### src/rtl/life_engine_param_if.sv
`default_nettype none
// ============================================================================
// Module   : life_engine_param_if
// Purpose  : Control, seeding and display-read bundle between the user
//            controls / pixel generator (master) and the Life engine (slave).
// Revision : 1.0 - initial release
// ============================================================================
interface life_engine_param_if #(
    parameter int BIT_WIDTH  = 3,
    parameter int BIT_HEIGHT = 3
);
    localparam int c_AW = BIT_WIDTH + BIT_HEIGHT;

    logic            frame_tick;
    logic            run;
    logic            step;
    logic            clear;
    logic            wr_en;
    logic [c_AW-1:0] wr_addr;
    logic            wr_data;
    logic [c_AW-1:0] rd_addr;
    logic            rd_data;
    logic            busy;
    logic            gen_done;
    logic [15:0]     gen_count;
    logic [c_AW:0]   alive_count;

    modport master (
        output frame_tick, run, step, clear, wr_en, wr_addr, wr_data, rd_addr,
        input  rd_data, busy, gen_done, gen_count, alive_count
    );

    modport slave (
        input  frame_tick, run, step, clear, wr_en, wr_addr, wr_data, rd_addr,
        output rd_data, busy, gen_done, gen_count, alive_count
    );
endinterface
`default_nettype wire

### src/rtl/life_engine_param.sv
`default_nettype none
// ============================================================================
// Module   : life_engine_param
// Purpose  : Double-buffered Conway Game-of-Life engine, one cell per clock.
//            Display reads the front bank combinationally while the back bank
//            is computed; banks swap atomically at the end of a generation.
//            Optional macro LIFE_POPCOUNT_EN enables the live-cell counter.
// Revision : 1.0 - initial release
// ============================================================================
module life_engine_param #(
    parameter int BIT_WIDTH      = 3,
    parameter int BIT_HEIGHT     = 3,
    parameter int WRAP           = 0,
    parameter int FRAMES_PER_GEN = 60
) (
    input  wire logic          clk,
    input  wire logic          rst_n,
    life_engine_param_if.slave bus
);
    localparam int c_AW   = BIT_WIDTH + BIT_HEIGHT;
    localparam int c_SIZE = 1 << c_AW;
    localparam int c_W    = 1 << BIT_WIDTH;
    localparam int c_H    = 1 << BIT_HEIGHT;
    localparam int c_FW   = (FRAMES_PER_GEN > 1) ? $clog2(FRAMES_PER_GEN) : 1;
    localparam logic [c_FW-1:0] c_FRAME_LAST = c_FW'(FRAMES_PER_GEN - 1);
    localparam logic [c_AW-1:0] c_LAST_IDX   = {c_AW{1'b1}};

    localparam logic [1:0] c_IDLE    = 2'd0;
    localparam logic [1:0] c_COMPUTE = 2'd1;
    localparam logic [1:0] c_SWAP    = 2'd2;
    localparam logic [1:0] c_CLEAR   = 2'd3;

    logic [1:0]        r_state;
    logic [1:0]        w_state_next;
    logic [c_SIZE-1:0] r_bank_a;
    logic [c_SIZE-1:0] r_bank_b;
    logic              r_front_sel;
    logic [c_AW-1:0]   r_index;
    logic [c_FW-1:0]   r_frame_cnt;
    logic [15:0]       r_gen_count;
    logic              r_gen_done;

    logic [c_SIZE-1:0] w_front_bank;
    logic              w_auto_req;
    logic              w_cell_wr;
    logic [3:0]        w_ncount;
    logic              w_next_cell;
    int                w_row_i;
    int                w_col_i;
    logic [c_AW-1:0]   w_nb_addr;

    assign w_front_bank = r_front_sel ? r_bank_b : r_bank_a;
    assign w_auto_req   = bus.run & bus.frame_tick & (r_frame_cnt == c_FRAME_LAST);
    // Seeding only touches the board while idle, and a same-cycle clear wins.
    assign w_cell_wr    = (r_state == c_IDLE) & bus.wr_en & ~bus.clear;

    assign bus.rd_data   = w_front_bank[bus.rd_addr];
    assign bus.busy      = (r_state != c_IDLE);
    assign bus.gen_done  = r_gen_done;
    assign bus.gen_count = r_gen_count;

    // Frame divider: counts ticks while running, raises the auto request on the last one.
    always_ff @(posedge clk or negedge rst_n) begin
        if (!rst_n) begin
            r_frame_cnt <= '0;
        end else if (!bus.run) begin
            r_frame_cnt <= '0;
        end else if (bus.frame_tick) begin
            r_frame_cnt <= (r_frame_cnt == c_FRAME_LAST) ? '0 : r_frame_cnt + c_FW'(1);
        end
    end

    // Next-state logic; clear outranks step/auto, and requests arriving while busy are dropped.
    always_comb begin
        w_state_next = r_state;
        case (r_state)
            c_IDLE: begin
                if (bus.clear)                   w_state_next = c_CLEAR;
                else if (bus.step || w_auto_req) w_state_next = c_COMPUTE;
            end
            c_COMPUTE: begin
                if (bus.clear)                    w_state_next = c_CLEAR;
                else if (r_index == c_LAST_IDX)   w_state_next = c_SWAP;
            end
            c_SWAP:  w_state_next = c_IDLE;
            c_CLEAR: w_state_next = c_IDLE;
            default: w_state_next = c_IDLE;
        endcase
    end

    // Neighbour count of the current cell; off-board neighbours are dead unless wrapping.
    always_comb begin
        w_ncount  = '0;
        w_row_i   = 0;
        w_col_i   = 0;
        w_nb_addr = '0;
        for (int dr = -1; dr <= 1; dr++) begin
            for (int dc = -1; dc <= 1; dc++) begin
                if (dr != 0 || dc != 0) begin
                    w_row_i   = int'(r_index[c_AW-1:BIT_WIDTH]) + dr;
                    w_col_i   = int'(r_index[BIT_WIDTH-1:0]) + dc;
                    // Truncation to the field width gives the toroidal wrap for free.
                    w_nb_addr = {w_row_i[BIT_HEIGHT-1:0], w_col_i[BIT_WIDTH-1:0]};
                    if (WRAP != 0 ||
                        (w_row_i >= 0 && w_row_i < c_H && w_col_i >= 0 && w_col_i < c_W)) begin
                        w_ncount = w_ncount + {3'b000, w_front_bank[w_nb_addr]};
                    end
                end
            end
        end
    end

    assign w_next_cell = (w_ncount == 4'd3) | (w_front_bank[r_index] & (w_ncount == 4'd2));

    // Cell storage: compute writes the back bank, seeding writes the front bank.
    always_ff @(posedge clk or negedge rst_n) begin
        if (!rst_n) begin
            r_bank_a <= '0;
            r_bank_b <= '0;
        end else if (r_state == c_CLEAR) begin
            r_bank_a <= '0;
            r_bank_b <= '0;
        end else if (r_state == c_COMPUTE) begin
            if (r_front_sel) r_bank_a[r_index] <= w_next_cell;
            else             r_bank_b[r_index] <= w_next_cell;
        end else if (w_cell_wr) begin
            if (r_front_sel) r_bank_b[bus.wr_addr] <= bus.wr_data;
            else             r_bank_a[bus.wr_addr] <= bus.wr_data;
        end
    end

    // Sequencer registers: state, scan index, bank select and generation bookkeeping.
    always_ff @(posedge clk or negedge rst_n) begin
        if (!rst_n) begin
            r_state     <= c_IDLE;
            r_index     <= '0;
            r_front_sel <= 1'b0;
            r_gen_count <= '0;
            r_gen_done  <= 1'b0;
        end else begin
            r_state    <= w_state_next;
            r_gen_done <= (r_state == c_SWAP);
            r_index    <= (r_state == c_COMPUTE) ? r_index + c_AW'(1) : '0;
            if (r_state == c_SWAP) begin
                r_front_sel <= ~r_front_sel;
                r_gen_count <= r_gen_count + 16'd1;
            end
        end
    end

`ifdef LIFE_POPCOUNT_EN
    logic [c_AW:0] r_acc;
    logic [c_AW:0] r_alive;

    // Live-cell tracking: accumulate during compute, publish at swap, follow idle seeding.
    always_ff @(posedge clk or negedge rst_n) begin
        if (!rst_n) begin
            r_acc   <= '0;
            r_alive <= '0;
        end else begin
            case (r_state)
                c_COMPUTE: r_acc <= r_acc + {{c_AW{1'b0}}, w_next_cell};
                c_SWAP: begin
                    r_alive <= r_acc;
                    r_acc   <= '0;
                end
                c_CLEAR: begin
                    r_alive <= '0;
                    r_acc   <= '0;
                end
                default: begin
                    if (w_cell_wr && (bus.wr_data != w_front_bank[bus.wr_addr])) begin
                        r_alive <= bus.wr_data ? r_alive + (c_AW+1)'(1) : r_alive - (c_AW+1)'(1);
                    end
                end
            endcase
        end
    end

    assign bus.alive_count = r_alive;
`else
    assign bus.alive_count = '0;
`endif
endmodule
`default_nettype wire
### src/flat_wrapper.sv
// flat-port wrapper written by rule: the top's interface ports become plain ports
module life_engine_param_flat 
#(
    parameter int BIT_WIDTH      = 3,
    parameter int BIT_HEIGHT     = 3,
    parameter int WRAP           = 0,
    parameter int FRAMES_PER_GEN = 60
)
  (clk, rst_n, bus_frame_tick, bus_run, bus_step, bus_clear, bus_wr_en, bus_wr_addr, bus_wr_data, bus_rd_addr, bus_rd_data, bus_busy, bus_gen_done, bus_gen_count, bus_alive_count);
  life_engine_param_if #(.BIT_WIDTH(BIT_WIDTH), .BIT_HEIGHT(BIT_HEIGHT)) bus_i ();
  input  wire logic clk;
  input  wire logic rst_n;
  input wire logic [$bits(bus_i.frame_tick)-1:0] bus_frame_tick;
  input wire logic [$bits(bus_i.run)-1:0] bus_run;
  input wire logic [$bits(bus_i.step)-1:0] bus_step;
  input wire logic [$bits(bus_i.clear)-1:0] bus_clear;
  input wire logic [$bits(bus_i.wr_en)-1:0] bus_wr_en;
  input wire logic [$bits(bus_i.wr_addr)-1:0] bus_wr_addr;
  input wire logic [$bits(bus_i.wr_data)-1:0] bus_wr_data;
  input wire logic [$bits(bus_i.rd_addr)-1:0] bus_rd_addr;
  output wire logic [$bits(bus_i.rd_data)-1:0] bus_rd_data;
  output wire logic [$bits(bus_i.busy)-1:0] bus_busy;
  output wire logic [$bits(bus_i.gen_done)-1:0] bus_gen_done;
  output wire logic [$bits(bus_i.gen_count)-1:0] bus_gen_count;
  output wire logic [$bits(bus_i.alive_count)-1:0] bus_alive_count;
  assign bus_i.frame_tick = bus_frame_tick;
  assign bus_i.run = bus_run;
  assign bus_i.step = bus_step;
  assign bus_i.clear = bus_clear;
  assign bus_i.wr_en = bus_wr_en;
  assign bus_i.wr_addr = bus_wr_addr;
  assign bus_i.wr_data = bus_wr_data;
  assign bus_i.rd_addr = bus_rd_addr;
  assign bus_rd_data = bus_i.rd_data;
  assign bus_busy = bus_i.busy;
  assign bus_gen_done = bus_i.gen_done;
  assign bus_gen_count = bus_i.gen_count;
  assign bus_alive_count = bus_i.alive_count;
  life_engine_param #(.BIT_WIDTH(BIT_WIDTH), .BIT_HEIGHT(BIT_HEIGHT), .WRAP(WRAP), .FRAMES_PER_GEN(FRAMES_PER_GEN)) u_core (.clk(clk), .rst_n(rst_n), .bus(bus_i));
endmodule
### config.mk
export PLATFORM = sky130hd
export DESIGN_NAME = life_engine_param_flat
export DESIGN_NICKNAME = d
export VERILOG_FILES = /design/src/rtl/life_engine_param_if.sv /design/src/rtl/life_engine_param.sv /design/src/flat_wrapper.sv
export SDC_FILE = /design/constraint.sdc
export NUM_CORES = 1
export LEC_CHECK = 0
export ABC_AREA = 1
export BUFFER_PORTS_ARGS = -buffer_cell sky130_fd_sc_hd__buf_2
export CORE_MARGIN = 2
export CORE_UTILIZATION = 39
export DETAILED_ROUTE_END_ITERATION = 7
export PLACE_DENSITY = 0.55
export SETUP_SLACK_MARGIN = 0.05
export SYNTH_ARGS = -nofsm -noshare
export SYNTH_HDL_FRONTEND = slang
export SYNTH_SLANG_ARGS = --single-unit
### constraint.sdc
create_clock -name clk -period 8.2 [get_ports clk]
set_input_delay 0.82 -clock clk [delete_from_list [all_inputs] [get_ports clk]]
set_output_delay 0.82 -clock clk [all_outputs]
set_load 0.05 [all_outputs]
**Word-level counts from Yosys, hierarchy flattened**

Index checks and enable logic that the tools add are counted.

- Flip-flop bits (word level): 160
- Bits in latches: 0
- Bits in writable memories: 0
- Bits in read-only memories: 0
- Input port bits: 20
- Output and inout bits: 26
- Logic and storage cells: 154
- Memories kept: 0

- Add/subtract/negate cells: 14
- $mul: 0
- Div/mod/pow operators: 0
- Order comparisons: 25
- Equality and inequality tests: 13
- Shifts and indexed selects: 0
- Mux-type cells: 56
- Bitwise logic cells: 8
- Reductions and logical operators: 30

Operators by type and width:

| kind | count |
|---|---|
| $mux 64 | 11 |
| $bwmux 64 | 4 |
| $ge 32x1->1 const B | 4 |
| $lt 32x5->1 const B | 4 |
| $lt 6x7->1 const B | 11 |
| $bmux 1 s6 | 10 |
| $mux 4 | 7 |
| $add 4x1->4 | 6 |
| $mux 6 | 4 |
| $logic_and 1x1->1 | 21 |
| $add 16x1->16 const B | 1 |
| $mux 1 | 13 |
| $add 6x1->6 const B | 2 |
| $demux 1 s6 | 2 |
| $eq 6x6->1 const B | 2 |
| $ge 6x1->1 const B | 2 |
| $add 4x1->5 const B | 2 |
| $ne 3x3->1 const B | 3 |
| $add 3x1->4 const B | 2 |
| $eq 4x2->1 const B | 2 |
| $lt 3x4->1 const B | 2 |
| $mux 2 | 4 |
| $ge 3x1->1 const B | 2 |
| $pmux 2 s3 | 1 |
| 16 further kinds | 24 |

**Longest topological paths before layout**

- Word-level depth: 27
- Gate-level depth with buffers: 44
- Mapped depth without buffers: 41

**Least setup slack after synthesis**

OpenSTA, ideal clock, no wires.

- Path type: register to register
- Start: reg u_core.r_index[0]
- End: reg u_core.r_bank_b[3]
- Library setup time: 0.113 ns
- Data arrival time: 6.712 ns
- Required time: 8.087 ns
- Path slack: 1.375 ns
- Cell stages (with the launch flop): 44
- Buffers on the path: 4
- Period minus slack after synthesis: 6.825 ns
- Path through: dfrtp_1 buf_4 inv_4 buf_2 ha_1 inv_1 clkbuf_1 o21ai_0 o22a_1 nand2_1 o21ai_0 nand2_1 nand3_1 a21oi_1 ha_1 inv_1 nor2_1 ha_1 [8 not listed] ha_1 nor2_1 a31oi_1 ha_1 or2_2 and2_1 ha_1 ha_1 or2_2 nand2_1 inv_1 nand2_2 nor2_8 buf_6 nand4_1 nand3_1 nand2_1 inv_1

- Longest elaborated chain between the ends: 26
- Elaborated cells between the ends (all ways): 70
- Classes of those cells: 9 x add/sub; 8 x order compare; 2 x eq/ne; 32 x mux; 2 x bitwise; 17 x reduce/logical

RTL lines:

| element | line | RTL |
|---|---|---|
| start: declaration | life_engine_param.sv:38 | `logic [c_AW-1:0] r_index;` |
| start signal: assignment | life_engine_param.sv:143 | `r_index <= (r_state == c_COMPUTE) ? r_index + c_AW'(1) : '0;` |
| $add 4x1->5 | life_engine_param.sv:101 | `w_col_i = int'(r_index[BIT_WIDTH-1:0]) + dc;` |
| $ge 32x1->1 | life_engine_param.sv:105 | `(w_row_i >= 0 && w_row_i < c_H && w_col_i >= 0 && w_col_i < c_W)) begin` |
| $logic_and 1x1->1 (2 in a row) | life_engine_param.sv:105 |  |
| $mux 1 | life_engine_param.sv:104 | `if (WRAP != 0 \|\|` |
| $add 1x1->2 | life_engine_param.sv:106 | `w_ncount = w_ncount + {3'b000, w_front_bank[w_nb_addr]};` |
| $mux 4 | life_engine_param.sv:104 |  |
| $add 4x1->4 | life_engine_param.sv:106 |  |
| $mux 4 | life_engine_param.sv:104 |  |
| [9 not listed] | - |  |
| $mux 4 | life_engine_param.sv:104 |  |
| $eq 4x2->1 | life_engine_param.sv:113 | `assign w_next_cell = (w_ncount == 4'd3) \| (w_front_bank[r_index] & (w_ncount == 4'd2));` |
| $and 1x1->1 | life_engine_param.sv:113 |  |
| $or 1x1->1 | life_engine_param.sv:113 |  |
| $bwmux 64 (*) | life_engine_param.sv:125 | `else r_bank_b[r_index] <= w_next_cell;` |
| $mux 64 (*) | life_engine_param.sv:124 | `if (r_front_sel) r_bank_a[r_index] <= w_next_cell;` |
| $mux 64 (*) | life_engine_param.sv:123 | `end else if (r_state == c_COMPUTE) begin` |
| $mux 64 (*) | life_engine_param.sv:120 | `end else if (r_state == c_CLEAR) begin` |
| end signal: indexed assignment | life_engine_param.sv:125 |  |
| end signal: indexed assignment | life_engine_param.sv:127 | `if (r_front_sel) r_bank_b[bus.wr_addr] <= bus.wr_data;` |
| end: declaration | life_engine_param.sv:36 | `logic [c_SIZE-1:0] r_bank_b;` |

Mark *: on every way between the ends. The rest lies on a longest branch, timed or not. The select of a mux whose other input is x is not followed.
A chain may end at the register's enable or synchronous reset.

**Final worst setup path**

- Start: reg u_core.r_front_sel
- End: reg u_core.r_bank_b[57]

- Longest elaborated chain between the ends: 25
- Elaborated cells between the ends (all ways): 45
- Classes of those cells: 7 x add/sub; 3 x eq/ne; 31 x mux; 2 x bitwise; 2 x reduce/logical

RTL lines:

| element | line | RTL |
|---|---|---|
| start: declaration | life_engine_param.sv:37 | `logic r_front_sel;` |
| start signal: assignment | life_engine_param.sv:145 | `r_front_sel <= ~r_front_sel;` |
| $mux 64 | life_engine_param.sv:52 | `assign w_front_bank = r_front_sel ? r_bank_b : r_bank_a;` |
| $bmux 1 s6 | life_engine_param.sv:106 |  |
| $mux 1 (implied by the code) | life_engine_param.sv:106 |  |
| $mux 1 | life_engine_param.sv:104 |  |
| $add 1x1->2 | life_engine_param.sv:106 |  |
| $mux 4 | life_engine_param.sv:104 |  |
| $add 4x1->4 | life_engine_param.sv:106 |  |
| $mux 4 | life_engine_param.sv:104 |  |
| [9 not listed] | - |  |
| $mux 4 | life_engine_param.sv:104 |  |
| $eq 4x2->1 | life_engine_param.sv:113 |  |
| $and 1x1->1 | life_engine_param.sv:113 |  |
| $or 1x1->1 | life_engine_param.sv:113 |  |
| $bwmux 64 | life_engine_param.sv:125 |  |
| $mux 64 | life_engine_param.sv:124 |  |
| $mux 64 | life_engine_param.sv:123 |  |
| $mux 64 | life_engine_param.sv:120 |  |

Parallel ways exist; a longest one is shown, timed or not. The select of a mux whose other input is x is not followed.

==> metrics.md <==
| Metric | Value |
|---|---|
| GRT overflow | 0 |
| Yosys top cell area share | 0.289 |
| Synth cell count leaders | nand2_1 (617), o21ai_0 (291), nor2_1 (288), inv_1 (165), dfrtp_1 (160) |
| Asr flop ratio synth | 1.00 |
| Worst Tran Pin Value | 1.05 ns |
| Pre-antenna DRT Iters | 7 |
| Setup TNS Final | 0 ns |
| Vias in the first global route | 13800 |
| EDFF count, synth | 0 |
| Synth cell types | 46 |
| Type of the most critical hold path | input port to asynchronous set/reset pin |
| Layout cell share with drive strength beyond 1 | 0.0855 |
| Nature of the critical path endpoint | flop |
| DR vias | 15200 |
| Largest net degree at the start of global routing | 85 |
| Status | finished clean |
| Power per cell area | 263 nW/um2 |
| Max Fclk | 129 MHz |
| Arr. time, crit path | 8.11 ns |
| Final #Nets | 2252 |
| Wire per inst | 19.4 um |
| Cells after DPL | 2650 |
| Final Cycle Share | 0.942 |
| Post-Syn Instances | 2253 |
| Most numerous cell in the Yosys netlist | nand2_1 |
| CP max stage delay | 0.57 ns |
| Post-synthesis sequential area ratio | 0.289 |
| Clock Skews | 0.0265 ns |
| Slowest CP cell | nor2_8 |
| Setup Viol. Count Final | 0 |
| Crit path to | u_core.r_bank_b[57] |
| Max Buffers Root-to-Sink | 2 |
| Initial antenna violation count | 0 |
| Crit path from | u_core.r_front_sel |
| Skew-Pair Late Insertion Delay | 0.47 ns |
| Area grow syn2layout | 7.62% |
| Primary FF master, synth | dfrtp_1 |
| GRT Util Overall | 0.280 |
| Cts hold-fix bufs | 0 |
| Post-route ant nets | 0 |
| Synth Area per Inst | 6.15 um2 |
| I/O Buffers | 38 |
| Setup slack, reg-to-reg | 0.48 ns |
| CP Data Required Time | 8.59 ns |
| Unrepaired setup endpoints after global routing | no |
| Post-layout util | 0.422 |
| Startpoint types | flop |
| RR Endpoint | u_core.r_bank_b[57] |
| CTS root buf | clkbuf_16 |
| CTS tree | built |
| Yosys warns | 0 |
| Crit path kind | flop to flop |
| Slew HR | 0.299 |
| Final hold violations | 0 |
| Cell area after synthesis | 13900 um2 |
| Placeable Area | 35300 um2 |
| Post-cts resize count | 0 |
| IO Pins | 46 |
| Full die area | 37100 um2 |
| CTS sink count | 160 |
| Postcts setup bufs | 0 |
| Post-Layout Cell Count | 2686 |
| Critical Path Fanout Max | 32 |
| Starting DRT DRC Count | 1484 |
| # DRC | 0 |
| Die Y | 193 um |
| Dpl hpwl | 33000 um |
| Cts bufs inserted | 17 |
| Pleak | 7.40 nW |
| R2R cell count | 41 |
| First-pass GRT wire length | 79300 um |
| Gpl congestion | 0.948 |
| Minimum clock period | 7.72 ns |
| Final hold slack | 0.457 ns |
| Synth area leader | dfrtp_1 |
| Vias per cell | 5.67 |
| #FFs+latches synth | 160 |
| Largest cells by area after synthesis | dfrtp_1 (29%), nand2_1 (17%), o21ai_0 (11%), nor2_1 (7.8%), nand3_1 (5.5%) |
| Max VDD drop | 0.249 mV |
| DIE WIDTH | 193 um |
| FF-to-FF Start | u_core.r_front_sel |
| CTS clk-pin slew, worst paths | 0.07 ns |
| Pins over their slew limit | 0 |
| CTS H-tree lvls | 4 |
| Cell Rows | 69 |
| Initial core utilization | 0.392 |
| DRT Wirelength | 52200 um |
| Max Cap Viol | 0 |
[per-layer routing]
layer / track usage / share of wire / up-vias
met3: 0.0642 / 0.088 / 97
met2: 0.428 / 0.44 / 684
met1: 0.381 / 0.44 / 7174
met4: 0.105 / 0.031 / 0
met5: 0.0179 / 0 / -
li1: - / - / 7285
[worst max-delay path, delay by kind of cell (launching register included)]
kind	cells	cell delay, ns
DFF	1	0.43
AOI/OAI and AO/OA	6	1.07
adders and majority gates	8	2.12
buffers and inverters	6	0.77
and+or+nand+nor	21	3.14
[logic make-up after synthesis]
family                     Yosys count  share of synthesized area
AOI/OAI and AO/OA                  401                      0.153
other                                1                   0.000271
muxes                               27                     0.0195
adders and majority gates           22                     0.0199
buffers and inverters              318                     0.0968
and+or+nand+nor                   1307                      0.411
DFF                                160                      0.289
xor gates and xnor gates            17                     0.0107
[cell type report]
class,instances,area (um2)
diodes,2,5.00
clock buffers,22,464
clock inverters,10,134
fillers,3759,20400
inverters,176,666
multi-input cells,1783,8570
flip-flops and latches,160,4010
well taps,461,577
repair buffers,72,489
[cells in the final DEF (no fill, tap or decap), drive strengths merged, types with 2 or more instances in the layout]
cell type    n
nand2      630
o21ai      350
nor2       296
inv        172
dfrtp      160
nand3      158
nor3        86
nand4       72
buf         72
or2         61
mux2i       27
ha          22
clkbuf      22
o22a        14
xor2        11
a21oi       10
clkinv       9
a31oi        8
conb         7
o22ai        6
xnor2        6
o211ai       5
bufinv       3
diode        2
and2         2
o2111ai      2
a211oi       2
o311ai       2
nor4         2
clkinvlp     2
[sequential cells by signal, indices dropped and copies added (netlist names)]
register / count
u_core.bus.gen_done: 1
u_core.r_frame_cnt: 6
u_core.r_front_sel: 1
u_core.bus.gen_count: 16
u_core.r_index: 6
u_core.r_state: 2
u_core.r_bank_b: 64
u_core.r_bank_a: 64
[where the power goes]
part	internal [mW]	switching, mW	total [mW]
sequential	0.917	0.0616	0.979
clock	0.494	0.358	0.852
combinational	0.559	1.53	2.09
[metrics by stage]
step / cell area (um2) / power (mW) / setup slack, ns
floorplan: 13900 / 2.45 / 1.38
global placement: 14300 / 2.91 / 0.439
detailed placement: 14300 / 2.92 / 0.421
CTS: 14900 / 3.78 / 0.394
global route: 14900 / 4.14 / 0.0737
finish: 14900 / 3.92 / 0.478
[how the worst min path moves through the flow]
| stage | start | endpoint |
|---|---|---|
| finish | rst_n | u_core.r_bank_b[60] |
| global route | u_core.bus.gen_count[15] | u_core.bus.gen_count[15] |
| CTS | rst_n | u_core.r_bank_b[60] |
| detailed placement | u_core.bus.gen_count[15] | u_core.bus.gen_count[15] |
| global placement | u_core.bus.gen_count[15] | u_core.bus.gen_count[15] |
| floorplan | u_core.r_state[1] | u_core.r_state[1] |
(Power assumes the default switching activity.)
